--- config.mk ---
export PLATFORM = sky130hd
export DESIGN_NAME = pot_scheduler
export DESIGN_NICKNAME = d
export VERILOG_FILES = /design/src/rtl/pot_scheduler_pkg.sv /design/src/rtl/pot_avg.sv /design/src/rtl/pot_scheduler.sv
export SDC_FILE = /design/constraint.sdc
export NUM_CORES = 1
export LEC_CHECK = 0
export BUFFER_PORTS_ARGS = -buffer_cell sky130_fd_sc_hd__buf_2
export CORE_ASPECT_RATIO = 0.5
export CORE_UTILIZATION = 35
export CTS_BUF_LIST = sky130_fd_sc_hd__clkbuf_16
export CTS_CLUSTER_SIZE = 20
export DETAILED_ROUTE_END_ITERATION = 12
export GPL_TIMING_DRIVEN = 0
export HOLD_SLACK_MARGIN = 0.03
export PLACE_DENSITY_LB_ADDON = 0.05
export SLEW_MARGIN = 25
export SYNTH_ARGS = -nofsm -noshare
export SYNTH_HDL_FRONTEND = slang
export SYNTH_SLANG_ARGS = --single-unit
--- constraint.sdc ---
create_clock -name clk -period 2.35 [get_ports clk]
set_input_delay 0.1175 -clock clk [delete_from_list [all_inputs] [get_ports clk]]
set_output_delay 0.1175 -clock clk [all_outputs]
set_load 0.01 [all_outputs]
--- src/rtl/pot_scheduler_pkg.sv ---
// Shared FSM encoding, slot/channel table and limits for the slider scan scheduler.
package pot_scheduler_pkg;

   typedef enum logic [1:0] {IDLE, START, WAIT, STORE} state_t;

   localparam int          NUM_SLOTS     = 6;
   localparam logic [2:0]  LAST_SLOT     = 3'(NUM_SLOTS - 1);
   localparam logic [11:0] TIMEOUT_LIMIT = 12'd4095;

   // Slot n's channel code sits in bits [3n+2:3n]: slots 0..5 -> 1,0,4,2,3,7.
   localparam logic [3*NUM_SLOTS-1:0] SLOT_CHNL = {3'd7, 3'd3, 3'd2, 3'd4, 3'd0, 3'd1};

   typedef struct packed {
      logic       hit;
      logic [2:0] slot;
   } slot_lkp_t;

   function automatic logic [2:0] slot_to_chnl(input logic [2:0] slot);
      return SLOT_CHNL[3*int'(slot) +: 3];
   endfunction

   function automatic slot_lkp_t chnl_to_slot(input logic [2:0] chnl);
      slot_lkp_t r;
      r = '0;
      for (int i = 0; i < NUM_SLOTS; i++) begin
         if (SLOT_CHNL[3*i +: 3] == chnl) begin
            r.hit  = 1'b1;
            r.slot = 3'(i);
         end
      end
      return r;
   endfunction

endpackage

--- src/rtl/pot_avg.sv ---
// New slider value from the previous value and a fresh A2D sample.
// POT_AVG_EN selects (3*old + sample) >> 2 with truncation; otherwise the raw sample is stored.
module pot_avg (
   input  logic [11:0] old_val,
   input  logic [11:0] sample,
   output logic [11:0] new_val
);

`ifdef POT_AVG_EN
   logic [13:0] sum;
   logic [1:0]  unused_frac;

   // 3*4095 + 4095 = 16380 still fits in 14 bits, so no overflow.
   assign sum = 14'(old_val) * 14'd3 + 14'(sample);
   assign {new_val, unused_frac} = sum;
`else
   logic unused_old;

   assign unused_old = ^old_val;
   assign new_val    = sample;
`endif

endmodule

--- src/rtl/pot_scheduler.sv ---
// Round-robin A2D scan of six sliders with an interleaved host priority conversion.
// Build with POT_AVG_EN defined to low-pass filter each stored slider value.
module pot_scheduler
   import pot_scheduler_pkg::*;
(
   input  logic        clk,
   input  logic        rst_n,
   output logic        strt_cnv,
   output logic [2:0]  chnnl,
   input  logic        cnv_cmplt,
   input  logic [11:0] res,
   input  logic        pri_req,
   input  logic [2:0]  pri_chnl,
   output logic        pri_busy,
   output logic        pri_ack,
   output logic [11:0] pri_data,
   output logic [11:0] POT_LP,
   output logic [11:0] POT_B1,
   output logic [11:0] POT_B2,
   output logic [11:0] POT_B3,
   output logic [11:0] POT_HP,
   output logic [11:0] VOLUME,
   output logic        sweep_done,
   output logic        err
);

   state_t      state;
   logic [2:0]  slot;
   logic [11:0] tmo_cnt;
   logic [11:0] res_q;
   logic        cur_pri;
   logic [2:0]  pri_chnl_q;
   logic [11:0] pots [NUM_SLOTS];

   slot_lkp_t   lkp;
   logic        tgt_vld;
   logic [2:0]  tgt_slot;
   logic [11:0] store_val;

   // chnnl is held through STORE, so it names the register a priority result lands in.
   assign lkp = chnl_to_slot(chnnl);

   always_comb begin
      tgt_vld  = 1'b1;
      tgt_slot = slot;
      if (cur_pri) begin
         tgt_vld  = lkp.hit;
         tgt_slot = lkp.hit ? lkp.slot : 3'd0;
      end
   end

   pot_avg u_pot_avg (
      .old_val (pots[tgt_slot]),
      .sample  (res_q),
      .new_val (store_val)
   );

   always_ff @(posedge clk or negedge rst_n) begin
      if (!rst_n) begin
         state      <= IDLE;
         slot       <= '0;
         tmo_cnt    <= '0;
         res_q      <= '0;
         cur_pri    <= 1'b0;
         pri_chnl_q <= '0;
         chnnl      <= '0;
         strt_cnv   <= 1'b0;
         pri_busy   <= 1'b0;
         pri_ack    <= 1'b0;
         pri_data   <= '0;
         sweep_done <= 1'b0;
         err        <= 1'b0;
         for (int i = 0; i < NUM_SLOTS; i++) begin
            pots[i] <= '0;
         end
      end else begin
         strt_cnv   <= 1'b0;
         pri_ack    <= 1'b0;
         sweep_done <= 1'b0;
         err        <= 1'b0;

         // A request in the pri_ack cycle is dropped, so the host must re-request.
         if (pri_req && !pri_busy && !pri_ack) begin
            pri_busy   <= 1'b1;
            pri_chnl_q <= pri_chnl;
         end

         case (state)
            IDLE: begin
               tmo_cnt  <= '0;
               strt_cnv <= 1'b1;
               state    <= START;
               // Never two priority conversions back to back: the scan keeps moving.
               if (pri_busy && !cur_pri) begin
                  cur_pri <= 1'b1;
                  chnnl   <= pri_chnl_q;
               end else begin
                  cur_pri <= 1'b0;
                  chnnl   <= slot_to_chnl(slot);
               end
            end

            START: begin
               state <= WAIT;
            end

            WAIT: begin
               if (cnv_cmplt) begin
                  res_q <= res;
                  state <= STORE;
               end else if (tmo_cnt == TIMEOUT_LIMIT) begin
                  err   <= 1'b1;
                  state <= IDLE;
                  if (cur_pri) begin
                     pri_busy <= 1'b0;
                  end else begin
                     slot <= (slot == LAST_SLOT) ? 3'd0 : slot + 3'd1;
                  end
               end else begin
                  tmo_cnt <= tmo_cnt + 12'd1;
               end
            end

            STORE: begin
               state <= IDLE;
               if (tgt_vld) begin
                  pots[tgt_slot] <= store_val;
               end
               if (cur_pri) begin
                  pri_ack  <= 1'b1;
                  pri_data <= res_q;
                  pri_busy <= 1'b0;
               end else begin
                  sweep_done <= (slot == LAST_SLOT);
                  slot       <= (slot == LAST_SLOT) ? 3'd0 : slot + 3'd1;
               end
            end

            default: begin
               state <= IDLE;
            end
         endcase
      end
   end

   assign POT_LP = pots[0];
   assign POT_B1 = pots[1];
   assign POT_B2 = pots[2];
   assign POT_B3 = pots[3];
   assign POT_HP = pots[4];
   assign VOLUME = pots[5];

endmodule

==> flow_summary.ini, run 1 <==
[status]
outcome = completed

[timing]
fin_crit_sh_pct = 85.1
drv_slew = 0
rsz0062_at_grt = no
setup_viol = 0
tightestPinTransition_ns = 0.885
fmax_mhz = 500
relSlewSlack_pct = 41.0
layout_min_cycle_time_ns = 2.00
holdWs_ns = 0.112
fin_worst_skew_ns = 0.0101
final_hold_viol_count = 0

[cells_and_area]
synthToLayoutAreaGrowth_pct = 31.2
fillers = 1370
drive_gt1_share_pct = 51.3
antenna_cells = 0
final_net_count = 531

[critical_path]
r2r_setup_slack_ns = 0.35
timing.rr.end = POT_B1[5]
required_ns = 2.64
startpoint_type = flop
crit_fanout = 10
r2r-start = cur_pri
arrival_ns = 2.29
criticalPathCategory = reg -> reg
rr_worst_depth = 6
crit_path_end_kind = flop

[clock_network]
cts_buffer_depth = 2
clk_pin_slew_ns = 0.06
h-tree-depth = 4
cts.sinks = 125
cts_resized = 0
cts_made_buffers = 17
clk_latency_ns = 0.41
cts_tree = done
cts_root_buf = clkbuf_16

[global_routing]
grt_pass1_vias = 3346
antenna_found_initial = 0
grt_pass1_wl_um = 19400
gr-total-overflow = 0
grt_usage_pct = 16.6
grt_max_degree = 72

[flow_run]
drv_cap = 0

[min_path]
min-delay-start = pri_req
min_to = pri_busy
hold_depth = 4
hold_path_class = in -> reg

[synthesis]
synth-edff-count = 0
synth_common_cells = dfrtp_1, mux2_2, mux2_4
ys_seq_area_share_pct = 58.9
syn-num-nets = 385
yosys.cell_count.top_type = dfrtp_1
yosys.area.top_type = dfrtp_1
ys.warnings.count = 0
synth_top_area_share_pct = 58.9
postSynthCellCount = 365
syn_area_per_cell_sq_um = 14.5
synth.distinct_cells = 61
synth_area_sq_mm = 0.00531
ys.flop_type = dfrtp_1
synth-seq-cells = 125
async_reset_ff_share_pct = 100
synth_area_leaders = dfrtp_1, mux2_2, mux2_4, buf_6, nand2_1

[power_and_ir_drop]
total_power_w = 0.00998
p_int_w = 0.00671
p_leak_nw = 3.46
p_comb_share_pct = 32.8
pwr-share-seq_pct = 37.7
sw_frac_of_total_pct = 32.8
vdd_drop_max_uv = 575
switchingPower_w = 0.00327
clockPowerShare_pct = 29.5
powerDensity_mw_per_mm2 = 1430

[drt]
drtPass1Iterations = 4
route.detailed.drc = 0
vias = 3466
drt_iter0_drc = 160
avgRoutedWirePerCell_um = 17.2
drt-total-wl_um = 12400
postRouteAntennaNets = 0
viasPerCell = 4.80

[die]
start_util_pct = 36.3
die_w_um = 176
core_sq_mm = 0.0146
dieArea_sq_mm = 0.0157
die_h_um = 89.1
rows = 31
ios = 111

[placement]
io_buffer_count = 110
gp_congestion = 0.786
dp_hpwl_um = 8260
## routing by layer
layer,GRT usage (%),wire length (um),part of all wire [%]
met3,4.29,445,3.6
met1,23.5,6300,51
met2,25.3,5590,45
met5,0,0,0
met4,4.51,68,0.55
## power groups by stage
stage | clock, W | combinational, W | sequential [W]
floorplan | 0 | 0.00180 | 0.00397
global placement | 0 | 0.00326 | 0.00378
detailed placement | 0 | 0.00330 | 0.00380
CTS | 0.00300 | 0.00333 | 0.00377
global route | 0.00310 | 0.00356 | 0.00391
finish | 0.00295 | 0.00327 | 0.00376
## what timing repair did
item	CTS	global route
hold buffers	16	0
setup buffers	0	0
endpoints found under the hold margin	69	0
## worst max-delay path by stage
stage / startpoint / end / slack [ns] / cells past startpoint
floorplan: chnnl[1] / POT_LP[10] / 0.61 / 5
global placement: rst_n / pri_chnl_q[2] / -0.66 / 1
detailed placement: cur_pri / POT_B1[5] / 0.35 / 6
CTS: cur_pri / POT_B1[4] / 0.33 / 6
global route: cur_pri / POT_B1[4] / 0.13 / 6
finish: cur_pri / POT_B1[5] / 0.35 / 6
## cell type report
type | instances | area [sq um] | area share (%)
multi-input combinational | 221 | 2050 | 29.4
sequential | 125 | 3130 | 44.9
clock inverter | 15 | 234 | 3.36
buffer | 16 | 123 | 1.76
clock buffer | 17 | 425 | 6.11
timing repair buffer | 127 | 748 | 10.7
inverter | 3 | 11.3 | 0.162
tap | 198 | 248 | 3.56
## worst max-delay path, stage by stage, from the launching register on
cell and delay [ns]:
dfrtp_1 0.43, buf_6 0.17, nor3_1 0.18, o21bai_1 0.13
nor2_1 0.22, buf_2 0.37, mux2_2 0.38
## cell families (layout without fill, tap and decap cells)
logic type / Yosys count / after routing / share of synthesized area [%]
flip-flops: 125 / 125 / 58.9
AND/OR/NAND/NOR: 76 / 76 / 8.46
adder cells (fa/ha/maj): 1 / 1 / 0.236
AO/OA/AOI/OAI: 36 / 36 / 4.97
XOR/XNOR: 3 / 3 / 0.495
multiplexers: 105 / 105 / 24.4
buffers and inverters: 19 / 178 / 2.52
## per-stage QoR
step	utilization [%]	cell area, sq um	worst slack (ns)	cells	TNS (ns)
2_1_floorplan	-	5310	0.612	365	0
3_3_place_gp	41.8	6110	-0.659	673	-80.23
3_5_place_dp	42.0	6140	0.348	674	0
4_1_cts	47.6	6960	0.333	722	0
5_1_grt	47.6	6960	0.131	722	0
6_report	47.6	6960	0.349	722	0
## layout by cell type, fill, tap and decap left out, drive strengths merged, types with 3 or more instances in the layout
cell and n:
mux2i 3, bufinv 5, and3 4, dlygate4sd3 16
and2b 3, and4b 3, nor2b 3, o21ai 10
inv 10, nand4 4, dfrtp 125, clkbuf 22
nor2 13, a31oi 3, nand2 18, mux2 102
buf 122, a21oi 4, nand2b 3, nand3 8
o311ai 3
Note: power is estimated with default switching activity, not from simulation.
==> run 2, diff against run 1 <==
Settings changed: REMOVE_ABC_BUFFERS set to 1.
==> run 2 against run 1 <==
  * Cell count down 2.1%
  * Clock skew about the same
  * Critical path depth is 2 lower
  * Maximum frequency down 13%
  * Highest routed layer unchanged
==> flow_summary.ini, run 2 (synthesis results as in run 1) <==
[status]
outcome = completed

[critical_path]
crit_start = state[0]
worstPathCellList = nand3_4, o32ai_2, nand2_2, mux2_4
r2r_setup_slack_ns = 0.05
cp_slowest_cell = dfrtp_2
required_ns = 2.63
slowest_delay_ns = 0.57
crit_fanout = 17
r2r-start = state[0]
startpoint_type = flop
crit_path_end_kind = flop
arrival_ns = 2.58
criticalPathCategory = reg -> reg

[clock_network]
h-tree-depth = 4
cts.sinks = 125
post_cts_buffers = 0
clk_pin_slew_ns = 0.06
cts_tree = done
cts_root_buf = clkbuf_16
cts_buffer_depth = 2
clk_latency_ns = 0.40
cts_made_buffers = 17

[cells_and_area]
layout_common_cells = dfrtp_1, buf_2, mux2_2
finalNonFillerCells = 707
synthToLayoutAreaGrowth_pct = 27.4
final_net_count = 516
antenna_cells = 0
mostFrequentLayoutCell = dfrtp_1
drive_gt1_share_pct = 51.7
final_util_pct = 46.3
fillers = 1342

[timing]
holdWs_ns = 0.125
fin_worst_skew_ns = 0.0100
drv_slew = 0
relSlewSlack_pct = 38.5
rsz0062_at_grt = yes
tightestPinTransition_ns = 0.920
layout_min_cycle_time_ns = 2.30
fmax_mhz = 435
final_hold_viol_count = 0
setup_viol = 0
fin_crit_sh_pct = 97.8

[die]
die_w_um = 176
die_h_um = 89.1
ios = 111
core_sq_mm = 0.0146
dieArea_sq_mm = 0.0157
rows = 31
start_util_pct = 36.3

[drt]
route.detailed.drc = 0
avgRoutedWirePerCell_um = 17.6
drt-total-wl_um = 12400
vias = 3391
drt_iter0_drc = 125
viasPerCell = 4.80
drtPass1Iterations = 4
postRouteAntennaNets = 0

[global_routing]
grt_pass1_wl_um = 19500
grt_usage_pct = 16.7
grt_pass1_vias = 3361
grt_max_degree = 69
gr-total-overflow = 0
antenna_found_initial = 0

[power_and_ir_drop]
vdd_drop_max_uv = 543
pwr-share-seq_pct = 41.4
sw_frac_of_total_pct = 34.1
clockPowerShare_pct = 26.0
powerDensity_mw_per_mm2 = 1380
p_leak_nw = 3.34
switchingPower_w = 0.00319
p_int_w = 0.00618
p_comb_share_pct = 32.7

[placement]
dp_hpwl_um = 7810
io_buffer_count = 110
gp_congestion = 0.722
dp_cells = 659

[min_path]
hold_path_class = in -> reg
min-delay-start = pri_req

[flow_run]
drv_cap = 0
[run 2: changes by cell type in the layout (fill, tap and decap cells not counted), moves of 3 or more]
| cell | delta |
|---|---|
| inv_6 | -3 |
| clkbuf_1 | -3 |
| dfrtp_2 | +3 |
| dfrtp_1 | -3 |
| buf_6 | -6 |
| clkinvlp_4 | +3 |
| clkinv_2 | +3 |
| bufinv_16 | -4 |
[run 2: metal layers]
metal  part of all wire, %  GRT usage (%)  vias to the layer above
li1                      -              -                     1596
met1                    50           23.1                     1735
met2                    47           26.2                       56
met3                   3.1           4.04                        4
met4                  0.34           4.98                        0
met5                     0              0                        -
[run 2: worst max-delay path: cells and delay by family, from the launching register on]
kind | cells | cell delay (ns)
AO/OA/AOI/OAI | 1 | 0.43
flip-flops | 1 | 0.57
multiplexers | 1 | 0.42
AND/OR/NAND/NOR | 2 | 0.76
[run 2: stage by stage]
stage          area (sq um)  setup TNS (ns)  power (W)  worst slack [ns]
2_1_floorplan          5190               0    0.00566             0.347
3_3_place_gp           5980         -104.45    0.00691            -0.677
3_5_place_dp           6040          -11.97    0.00698            -0.492
4_1_cts                6770               0    0.00951           0.00804
5_1_grt                6770           -2.34     0.0100            -0.135
6_report               6770               0    0.00937            0.0525
[run 2: power by group through the flow]
stage | combinational, W | sequential, W | clock, W
2_1_floorplan | 0.00162 | 0.00404 | 0
3_3_place_gp | 0.00303 | 0.00387 | 0
3_5_place_dp | 0.00309 | 0.00389 | 0
4_1_cts | 0.00312 | 0.00388 | 0.00251
5_1_grt | 0.00335 | 0.00404 | 0.00260
6_report | 0.00306 | 0.00387 | 0.00243
[run 2: final cells by class]
cell class | count | area [sq um] | share of cell area (%)
flip-flops and latches | 125 | 3130 | 46.3
inverters | 3 | 11.3 | 0.166
well taps | 198 | 248 | 3.66
multi-input cells | 221 | 2060 | 30.4
repair buffers | 128 | 763 | 11.3
clock buffers | 17 | 425 | 6.29
clock inverters | 15 | 126 | 1.87
[run 2: path summary, 6_finish.rpt]
| check | endpoint | cells past startpoint |
|---|---|---|
| setup / recovery | POT_B3[3] | 4 |
| hold / removal | pri_busy | 4 |
| setup reg to reg | POT_B3[3] | 4 |
| hold reg to reg | pri_data[0] | 1 |
| max in group asynchronous | POT_HP[0] | 3 |
| min in group asynchronous | pri_chnl_q[1] | 2 |
[run 2: repair_timing]
item | CTS | global route
pin swaps | 1 | 0
gates cloned | 0 | 0
hold buffers | 16 | 0
resized for setup | 4 | 0
setup endpoints to repair | 36 | 24
hold endpoints to repair | 82 | 0
==> run 3, diff against run 2 <==
Settings changed: ABC_AREA set to 1.
==> run 3 against run 2 <==
  * Via count grew 35%
  * Maximum frequency grew 8.3%
  * Die area grew 1.6%
  * Flip-flop and latch count is the same
  * Clock-buffer cell count is the same
  * First-iteration DRC count grew to 2.9 times the previous value
  * Clock power grew 24%
  * Utilization grew 1.7 points
  * Sequential share of layout area shrank 2.1 points
  * Hold slack gained 0.046 ns
  * Cell count grew 36%
  * Critical endpoint is now POT_B1[5]
  * Cell area grew 4.5%
==> flow_summary.ini, run 3 <==
[critical_path]
r2r_setup_slack_ns = 0.23
crit_path_end_kind = flop
arrival_ns = 2.42
criticalPathCategory = reg -> reg
startpoint_type = flop
required_ns = 2.65
r2r-start = cur_pri
rr_worst_depth = 6
timing.rr.end = POT_B1[5]
crit_fanout = 12

[power_and_ir_drop]
total_power_w = 0.0109
p_leak_nw = 3.73
vdd_drop_max_uv = 587
powerDensity_mw_per_mm2 = 1530

[clock_network]
h-tree-depth = 4
clk_latency_ns = 0.41
cts_buffer_depth = 2
cts_tree = done
cts_root_buf = clkbuf_16
cts_made_buffers = 17
cts.sinks = 125
clk_pin_slew_ns = 0.06

[synthesis]
yosys.area.top_type = dfrtp_1
synth_area_leaders = dfrtp_1, nand2_1, nand3_1, mux2_2, buf_2
synth-seq-cells = 125
synth.distinct_cells = 23
synth_top_area_share_pct = 58.0
ys.warnings.count = 0
ys_seq_area_share_pct = 58.0
yosys.cell_count.top_type = nand2_1
synth-edff-count = 0
synth_area_sq_mm = 0.00540
synth_common_cells = nand2_1, dfrtp_1, nand3_1
ys.flop_type = dfrtp_1
postSynthCellCount = 627
async_reset_ff_share_pct = 100
syn_area_per_cell_sq_um = 8.61

[drt]
postRouteAntennaNets = 0
avgRoutedWirePerCell_um = 15.7
drtPass1Iterations = 4
drt_iter0_drc = 360
viasPerCell = 4.78
vias = 4594
route.detailed.drc = 0
drt-total-wl_um = 15100

[cells_and_area]
final_net_count = 771
drive_gt1_share_pct = 24.1
antenna_cells = 0
layout_common_cells = nand2_1, dfrtp_1, buf_2
mostFrequentLayoutCell = nand2_1
synthToLayoutAreaGrowth_pct = 31.0

[die]
die_h_um = 89.8
ios = 111
die_w_um = 178
start_util_pct = 36.6
rows = 31
core_sq_mm = 0.0147
dieArea_sq_mm = 0.0160

[flow_run]
drv_cap = 0

[timing]
holdWs_ns = 0.171
relSlewSlack_pct = 58.4
fin_worst_skew_ns = 0.00956
fin_crit_sh_pct = 90.3
drv_slew = 0
setup_viol = 0
layout_min_cycle_time_ns = 2.12
final_hold_viol_count = 0
fmax_mhz = 471
setup_tns_ns = 0
tightestPinTransition_ns = 0.622

[global_routing]
grt_pass1_vias = 4352
grt_pass1_wl_um = 23400
gr-total-overflow = 0
grt_max_degree = 88
antenna_found_initial = 0
grt_usage_pct = 19.1

[min_path]
hold_path_class = in -> async

[placement]
io_buffer_count = 110
gp_congestion = 0.797
dp_hpwl_um = 9310

[status]
outcome = completed
==> run 3: cell types whose count changed after synthesis, moves of 4 or more <==
cell / previous run / this run
buf_2: 2 / 21
buf_6: 6 / 0
clkbuf_1: 3 / 15
inv_1: 3 / 26
mux2_2: 71 / 15
mux2_4: 31 / 0
nand2_1: 14 / 252
nand2_2: 4 / 0
nand3_1: 7 / 100
nor2_1: 13 / 24
o21ai_0: 10 / 18
==> run 3: area by class of cell <==
| class | count | area, sq um |
|---|---|---|
| Fill cell | 1507 | 7670 |
| Sequential cell | 125 | 3130 |
| Multi-Input combinational cell | 438 | 2030 |
| Timing Repair Buffer | 141 | 888 |
| Clock buffer | 17 | 425 |
| Tap cell | 198 | 248 |
| Clock inverter | 15 | 243 |
| Inverter | 28 | 105 |
==> run 3: worst max-delay path by stage <==
stage | startpoint | to | cells after the start
floorplan | chnnl[2] | POT_B2[0] | 9
global placement | cur_pri | VOLUME[8] | 7
detailed placement | cur_pri | VOLUME[3] | 7
CTS | cur_pri | POT_LP[0] | 7
global route | tmo_cnt[0] | tmo_cnt[6] | 6
finish | cur_pri | POT_B1[5] | 6
==> run 3: logic make-up (layout without fill, tap and decap cells) <==
family	after synthesis	after routing	share of synthesized area [%]
AO/OA/AOI/OAI	28	28	2.83
buffers and inverters	67	201	5.35
XOR/XNOR	3	3	0.487
adder cells (fa/ha/maj)	1	1	0.232
multiplexers	15	15	3.13
flip-flops	125	125	58.0
AND/OR/NAND/NOR	388	391	30.0
==> run 3: what timing repair did <==
action	in CTS	in global routing
pin swaps	1	3
cloned	0	3
hold buffers	17	0
setup buffers	0	11
endpoints found under the hold margin	136	0
setup endpoints to repair	46	84
gates resized for setup	2	3
==> run 3: through the flow <==
| stage | setup WS [ns] | cells | cell area, sq um | utilization (%) |
|---|---|---|---|---|
| global placement | -0.785 | 896 | 6010 | 40.8 |
| global route | -0.00139 | 962 | 7070 | 48.0 |
| detailed placement | -0.213 | 899 | 6110 | 41.5 |
| finish | 0.228 | 962 | 7070 | 48.0 |
| floorplan | 0.141 | 588 | 5210 | - |
| CTS | 0.0150 | 948 | 6960 | 47.2 |
==> run 3: where the power goes <==
group / internal [W] / total, W / switching [W]
combinational: 0.00148 / 0.00397 / 0.00249
clock: 0.00199 / 0.00301 / 0.00102
sequential: 0.00300 / 0.00387 / 0.000865
total: 0.00648 / 0.0109 / 0.00438
==> run 3: layer usage <==
layer	global-route usage, %	share of wire, %	up-vias
li1	-	-	2264
met1	25.9	48	2224
met2	30.6	47	94
met3	4.48	4.6	12
met4	5.13	0.71	0
met5	0	0	-
==> run 3: critical path, stage by stage, from the launching register on <==
cell and delay (ns):
dfrtp_1 0.48, o21ai_1 0.48, inv_2 0.23, nor2_4 0.29, nand2_1 0.33, nand2_1 0.15, nand2_1 0.05
